### config.mk
export PLATFORM = sky130hd
export DESIGN_NAME = keypad_event_ctrl_flat
export DESIGN_NICKNAME = d
export VERILOG_FILES = /design/src/rtl/keypad_event_ctrl_if.sv /design/src/rtl/keypad_event_ctrl.sv /design/src/flat_wrapper.sv
export SDC_FILE = /design/constraint.sdc
export NUM_CORES = 1
export LEC_CHECK = 0
export CAP_MARGIN = 20
export CORE_MARGIN = 5
export CORE_UTILIZATION = 30
export DETAILED_ROUTE_END_ITERATION = 8
export HOLD_SLACK_MARGIN = 0.15
export SLEW_MARGIN = 0
export SYNTH_ARGS = -nofsm -noshare
export SYNTH_HDL_FRONTEND = slang
export SYNTH_SLANG_ARGS = --single-unit
### constraint.sdc
create_clock -name clk -period 2.6 [get_ports clk]
set_input_delay 0.65 -clock clk [delete_from_list [all_inputs] [get_ports clk]]
set_output_delay 0.65 -clock clk [all_outputs]
set_load 0.05 [all_outputs]
### src/rtl/keypad_event_ctrl_if.sv
// Byte-wide register bus between the CPU side and the keypad event controller.
// Handshake: bus_rd/bus_wr are single-cycle strobes qualified by bus_sel and always accepted (no ready); bus_rdata is valid from the edge that samples bus_rd until the next read.
interface keypad_event_ctrl_if;
  logic       bus_sel;
  logic       bus_rd;
  logic       bus_wr;
  logic [1:0] bus_addr;
  logic [7:0] bus_wdata;
  logic [7:0] bus_rdata;
  logic       irq;

  modport master (
    output bus_sel, bus_rd, bus_wr, bus_addr, bus_wdata,
    input  bus_rdata, irq
  );

  modport slave (
    input  bus_sel, bus_rd, bus_wr, bus_addr, bus_wdata,
    output bus_rdata, irq
  );
endinterface

### src/rtl/keypad_event_ctrl.sv
// Converts the scanner's level key code into press/repeat events, queues them in a small FIFO
// and exposes the queue through a 4-register byte bus with a level interrupt.
module keypad_event_ctrl #(
  parameter int          FIFO_DEPTH     = 4,
  parameter int          RELEASE_CYCLES = 16,
  parameter logic [23:0] REPEAT_DELAY   = 24'd600000,
  parameter logic [23:0] REPEAT_PERIOD  = 24'd150000
) (
  input  logic                   clk,
  input  logic                   rst_n,
  input  logic [7:0]             key_code,
  keypad_event_ctrl_if.slave     bus,
  output logic                   state_dbg_o
);
  localparam int PW = (FIFO_DEPTH > 1) ? $clog2(FIFO_DEPTH) : 1;
  localparam int CW = PW + 1;
  localparam int RW = $clog2(RELEASE_CYCLES) + 1;

  typedef enum logic {S_IDLE = 1'b0, S_HELD = 1'b1} state_t;

  state_t        state_q, state_d;
  logic [7:0]    cur_q, cur_d;
  logic [RW-1:0] rel_q, rel_d;
  logic [23:0]   rep_q, rep_d;
  logic          rpt_q, rpt_d;

  logic [7:0]    mem_q [FIFO_DEPTH];
  logic [PW-1:0] wr_ptr_q, rd_ptr_q;
  logic [CW-1:0] count_q, count_d;
  logic          ovf_q, ovf_d;
  logic          irq_en_q, irq_en_d;
  logic          rep_en_q, rep_en_d;
  logic [7:0]    last_q, last_d;
  logic [7:0]    rdata_q, rdata_d;
  logic          irq_q, irq_d;

  logic       push, push_ok, pop, pop_req, ovf_set, ovf_clr, rd_strobe, wr_strobe;
  logic       empty, full;
  logic [7:0] push_code;
  logic [3:0] count4;
  logic       unused_wdata;

  assign unused_wdata = ^bus.bus_wdata[6:2];

  // Key event FSM: press / change / release / auto-repeat.
  always_comb begin
    state_d   = state_q;
    cur_d     = cur_q;
    rel_d     = rel_q;
    rep_d     = rep_q;
    rpt_d     = rpt_q;
    push      = 1'b0;
    push_code = key_code;
    case (state_q)
      S_IDLE: begin
        if (key_code != 8'd0) begin
          push    = 1'b1;
          cur_d   = key_code;
          state_d = S_HELD;
          rel_d   = '0;
          rep_d   = '0;
          rpt_d   = 1'b0;
        end
      end
      S_HELD: begin
        if (key_code == 8'd0) begin
          if (rel_q == RW'(RELEASE_CYCLES - 1)) begin
            state_d = S_IDLE;
            rel_d   = '0;
            rep_d   = '0;
            rpt_d   = 1'b0;
          end else begin
            rel_d = rel_q + RW'(1);
          end
        end else if (key_code != cur_q) begin
          push  = 1'b1;
          cur_d = key_code;
          rel_d = '0;
          rep_d = '0;
          rpt_d = 1'b0;
        end else begin
          rel_d = '0;
          if (rep_en_q) begin
            if (rep_q == (rpt_q ? (REPEAT_PERIOD - 24'd1) : (REPEAT_DELAY - 24'd1))) begin
              push      = 1'b1;
              push_code = cur_q;
              rep_d     = '0;
              rpt_d     = 1'b1;
            end else begin
              rep_d = rep_q + 24'd1;
            end
          end
        end
      end
      default: state_d = S_IDLE;
    endcase
    if (!rep_en_q) begin
      rep_d = '0;
      rpt_d = 1'b0;
    end
  end

  assign empty     = (count_q == '0);
  assign full      = (count_q == CW'(FIFO_DEPTH));
  assign rd_strobe = bus.bus_sel & bus.bus_rd;
  assign wr_strobe = bus.bus_sel & bus.bus_wr;
  assign pop_req   = rd_strobe & (bus.bus_addr == 2'd0);
  assign pop       = pop_req & ~empty;
  // A pop frees a slot in the same cycle, so a push into a full FIFO still lands.
  assign push_ok   = push & (~full | pop);
  assign ovf_set   = push & full & ~pop;
  assign ovf_clr   = wr_strobe & (bus.bus_addr == 2'd1) & bus.bus_wdata[7];
  assign count4    = 4'(count_q);

  always_comb begin
    count_d = count_q;
    if (push_ok && !pop)      count_d = count_q + CW'(1);
    else if (!push_ok && pop) count_d = count_q - CW'(1);
  end

  always_comb begin
    ovf_d    = ovf_set ? 1'b1 : (ovf_clr ? 1'b0 : ovf_q);
    irq_en_d = irq_en_q;
    rep_en_d = rep_en_q;
    if (wr_strobe && bus.bus_addr == 2'd2) begin
      irq_en_d = bus.bus_wdata[0];
      rep_en_d = bus.bus_wdata[1];
    end
    last_d  = push_ok ? push_code : last_q;
    irq_d   = irq_en_d & (count_d != '0);
    rdata_d = rdata_q;
    if (rd_strobe) begin
      case (bus.bus_addr)
        2'd0:    rdata_d = empty ? 8'd0 : mem_q[rd_ptr_q];
        2'd1:    rdata_d = {ovf_q, full, empty, (state_q == S_HELD), count4};
        2'd2:    rdata_d = {6'b0, rep_en_q, irq_en_q};
        default: rdata_d = last_q;
      endcase
    end
  end

  always_ff @(posedge clk or negedge rst_n) begin
    if (!rst_n) begin
      state_q  <= S_IDLE;
      cur_q    <= '0;
      rel_q    <= '0;
      rep_q    <= '0;
      rpt_q    <= 1'b0;
      wr_ptr_q <= '0;
      rd_ptr_q <= '0;
      count_q  <= '0;
      ovf_q    <= 1'b0;
      irq_en_q <= 1'b0;
      rep_en_q <= 1'b0;
      last_q   <= '0;
      rdata_q  <= '0;
      irq_q    <= 1'b0;
      for (int i = 0; i < FIFO_DEPTH; i++) mem_q[i] <= '0;
    end else begin
      state_q  <= state_d;
      cur_q    <= cur_d;
      rel_q    <= rel_d;
      rep_q    <= rep_d;
      rpt_q    <= rpt_d;
      count_q  <= count_d;
      ovf_q    <= ovf_d;
      irq_en_q <= irq_en_d;
      rep_en_q <= rep_en_d;
      last_q   <= last_d;
      rdata_q  <= rdata_d;
      irq_q    <= irq_d;
      if (push_ok) begin
        mem_q[wr_ptr_q] <= push_code;
        wr_ptr_q        <= wr_ptr_q + PW'(1);
      end
      if (pop) rd_ptr_q <= rd_ptr_q + PW'(1);
    end
  end

  assign bus.bus_rdata = rdata_q;
  assign bus.irq       = irq_q;
  assign state_dbg_o   = state_q;
endmodule

### src/flat_wrapper.sv
// flat-port wrapper written by rule: the top's interface ports become plain ports
module keypad_event_ctrl_flat 
#(
  parameter int          FIFO_DEPTH     = 4,
  parameter int          RELEASE_CYCLES = 16,
  parameter logic [23:0] REPEAT_DELAY   = 24'd600000,
  parameter logic [23:0] REPEAT_PERIOD  = 24'd150000
)
  (clk, rst_n, key_code, state_dbg_o, bus_bus_sel, bus_bus_rd, bus_bus_wr, bus_bus_addr, bus_bus_wdata, bus_bus_rdata, bus_irq);
  keypad_event_ctrl_if bus_i ();
  input  logic clk;
  input  logic rst_n;
  input  logic [7:0] key_code;
  output logic state_dbg_o;
  input wire logic [$bits(bus_i.bus_sel)-1:0] bus_bus_sel;
  input wire logic [$bits(bus_i.bus_rd)-1:0] bus_bus_rd;
  input wire logic [$bits(bus_i.bus_wr)-1:0] bus_bus_wr;
  input wire logic [$bits(bus_i.bus_addr)-1:0] bus_bus_addr;
  input wire logic [$bits(bus_i.bus_wdata)-1:0] bus_bus_wdata;
  output wire logic [$bits(bus_i.bus_rdata)-1:0] bus_bus_rdata;
  output wire logic [$bits(bus_i.irq)-1:0] bus_irq;
  assign bus_i.bus_sel = bus_bus_sel;
  assign bus_i.bus_rd = bus_bus_rd;
  assign bus_i.bus_wr = bus_bus_wr;
  assign bus_i.bus_addr = bus_bus_addr;
  assign bus_i.bus_wdata = bus_bus_wdata;
  assign bus_bus_rdata = bus_i.bus_rdata;
  assign bus_irq = bus_i.irq;
  keypad_event_ctrl #(.FIFO_DEPTH(FIFO_DEPTH), .RELEASE_CYCLES(RELEASE_CYCLES), .REPEAT_DELAY(REPEAT_DELAY), .REPEAT_PERIOD(REPEAT_PERIOD)) u_core (.clk(clk), .rst_n(rst_n), .key_code(key_code), .bus(bus_i), .state_dbg_o(state_dbg_o));
endmodule
==> metrics.md <==
| Metric | Value |
|---|---|
| Final setup viols | `0` |
| Largest net degree at the start of global routing | `45` |
| CP max FO | `8` |
| First-pass GRT wire length | `18700 um` |
| Most frequent cells in the layout | `dfrtp_1, nand2_1, buf_4` |
| Top delay family on crit path | `simple AND/OR/NAND/NOR gates` |
| Clock root cell | `clkbuf_16` |
| Min Clock Period, post-route | `2580 ps` |
| Vias post-DR | `3506` |
| Multi-input logic area | `2540 sq um` |
| Overflow after GRT | `0` |
| Critical path startpoint category | `flip-flop` |
| Clock slew at reported path FFs | `about 70 ps` |
| Fin crit share | `0.992` |
| Setup_tns | `0 ps` |
| Post-synth EDFFs | `0` |
| Synthesized area | `5080 sq um` |
| Total die area | `between 15000 and 20000 sq um` |
| First-pass DRT Iterations | `4` |
| DP Wirelength | `about 8100 um` |
| Routed WL per cell | `14.8 um` |
| Syn avg cell area | `11.1 sq um` |
| Worst path bufs/invs | `0` |
| Num CTS Buffers | `9` |
| Area delta synth->final | `25.2%` |
| Initial antenna violation count | `0` |
| CP Capture Type | `flip-flop` |
| Most common cell after layout, fill and taps aside | `dfrtp_1` |
| Min-Delay Path Class | `in2async` |
| Clock sink count | `98` |
| Avg Vias per Cell | `4.68` |
| Die Ht | `~140 um` |
| Final Hold Fails | `0` |
| Worst slew margin | `0.617` |
| Final core occ | `0.384` |
| Mapped Cells | `457` |
| CTS tree | `done` |
| Achievable frequency | `0.388 GHz` |
| Fillers | `1605` |
| Top FF cell, synth | `dfrtp_1` |
| DRC Markers | `0` |
| Core footprint | `roughly 17000 sq um` |
| Post-synth net total | `between 400 and 500` |
| WL final | `11100 um` |
| Post-route insts no fill | `749` |
| Slew Viols, Final | `0` |
| Rows | `47` |
| # hold bufs at CTS | `0` |
| Actual slew at the worst max-slew pin | `574 ps` |
| Leakage power | `2.76 nW` |
| Port bufs | `27` |
| Clock Tree Buf Depth | `2` |
| H-tree Lvls | `3` |
| Reg area | `2450 sq um` |
| Worst EP arrival | `2810 ps` |
| RSZ-0062 raised after global routing | `yes` |
| #FFs+latches synth | `98` |
| Post-synthesis sequential area ratio | `0.483` |
| Vias in the first global route | `between 3000 and 4000` |
| DP Area | `5880 sq um` |
| Max stage delay on crit path | `about 550 ps` |
| Final ANT Viol Nets | `0` |
| Setup ws final | `about 22 ps` |
| Diode count | `0` |
| Dpl ws | `-515 ps` |
| Status | `finished clean` |
| Cell variety after synth | `48` |
| Kind of critical path | `reg2reg` |
| Fraction of layout cells with a size suffix above 1 | `0.265` |
| Final nets | `approximately 560` |
| DRT iter0 DRCs | `146` |
| Post-route cell area | `6360 sq um` |
| Clk_lat worst skew | `350 ps` |
| GRT Total Usage | `0.119` |
| CP Data Required Time | `between 2000 and 3000 ps` |
| Clock Skews | `4.90 ps` |
| Initial Util | `0.306` |
| Max-cap violations | `0` |
| Placed cells | `728` |
| CP max stage cell | `or4_4` |
| Placer Congestion | `0.805` |
| Crit path cell chain | `or4_4 -> nor4_4 -> nand4_1 -> a21oi_2 -> o21a_4 -> nand2_8 -> mux2_4` |
| YS warnings | `0` |
| Fraction of synthesis flops using an asynchronous set or reset pin | `1.00` |
| Maximum vdd drop | `0.000403 V` |
| # IOs | `33` |
| Pwr dens | `943 nW/um^2` |
| Die Span X | `140 um` |
==> logic make-up after synthesis <==
family,synth area share
simple gates,0.169
flops,0.483
compound gates,0.0724
mux,0.163
xor+xnor,0.0603
buf+inv,0.0305
fa+ha+maj,0.0222
==> cell type report <==
cell class	instances	area share
tap	220	0.0433
multi-input combinational	324	0.400
clock inverter	4	0.0153
clock buffer	12	0.0403
timing repair buffer	80	0.109
sequential	98	0.385
inverter	11	0.00649
==> path summary, 6_finish.rpt <==
| path | slack [ps] | to | cells after the start | from |
|---|---|---|---|---|
| worst min-delay path | 290 | u_core.ovf_q$_DFFE_PN0P_ | 1 | rst_n |
| worst min register to register | 480 | u_core.last_q[6]$_DFFE_PN0P_ | 2 | u_core.last_q[6]$_DFFE_PN0P_ |
| worst max-delay path | 20 | u_core.mem_q[6]$_DFFE_PN0P_ | 7 | u_core.rep_q[18]$_DFFE_PN0P_ |
| worst max register to register | 20 | u_core.mem_q[6]$_DFFE_PN0P_ | 7 | u_core.rep_q[18]$_DFFE_PN0P_ |
| max in group asynchronous | 1540 | u_core.cur_q[0]$_DFFE_PN0P_ | 2 | rst_n |
| min in group clk | 480 | u_core.last_q[6]$_DFFE_PN0P_ | 2 | u_core.last_q[6]$_DFFE_PN0P_ |
==> stage by stage <==
stage / power [mW] / hold WS, ps
after detailed placement: 4.47 / 465
after CTS: 6.07 / 319
after global placement: 4.40 / 456
after floorplan: 3.92 / 354
final: 6.00 / 292
after global routing: 6.34 / 335
==> what timing repair did <==
item,4_1_cts,5_1_grt
resized for setup,7,7
pin swaps,5,7
buffers inserted,2,4
setup endpoints to repair,61,47
==> flip-flops by register name, indices dropped and copies added (netlist names) <==
register / cells
u_core.bus.bus_rdata: 8
u_core.bus.irq: 1
u_core.count_q: 3
u_core.cur_q: 8
u_core.irq_en_q: 1
u_core.last_q: 8
u_core.mem_q: 32
u_core.ovf_q: 1
u_core.rd_ptr_q: 2
u_core.rel_q: 5
u_core.rep_en_q: 1
u_core.rep_q: 24
u_core.rpt_q: 1
u_core.state_dbg_o: 1
u_core.wr_ptr_q: 2
==> report_power, final <==
group | leakage, nW | total [mW] | internal, mW | switching (mW)
logic | 1.37 | 2.17 | 1.17 | 0.995
clock network | 0.169 | 1.55 | 0.993 | 0.561
registers | 1.22 | 2.27 | 1.95 | 0.320
==> cell usage after synthesis (all sizes together) (8+ instances only) <==
cell type / instances / area share
inv: 11 / 0.0081
o21ai: 30 / 0.030
nand2: 69 / 0.064
nor2: 37 / 0.028
dfrtp: 98 / 0.48
mux2: 44 / 0.12
xnor2: 19 / 0.033
mux4: 8 / 0.035
nand3: 13 / 0.013
xor2: 16 / 0.028
ha: 9 / 0.022
clkbuf: 17 / 0.013
==> per-layer routing <==
metal / GRT usage / share of wire / vias up
met5: 0 / 0 / -
met4: 0.0316 / 0.010 / 0
met3: 0.0358 / 0.035 / 6
met2: 0.189 / 0.48 / 41
met1: 0.161 / 0.48 / 1736
li1: - / - / 1723
Power figures use the tool's default switching activity.
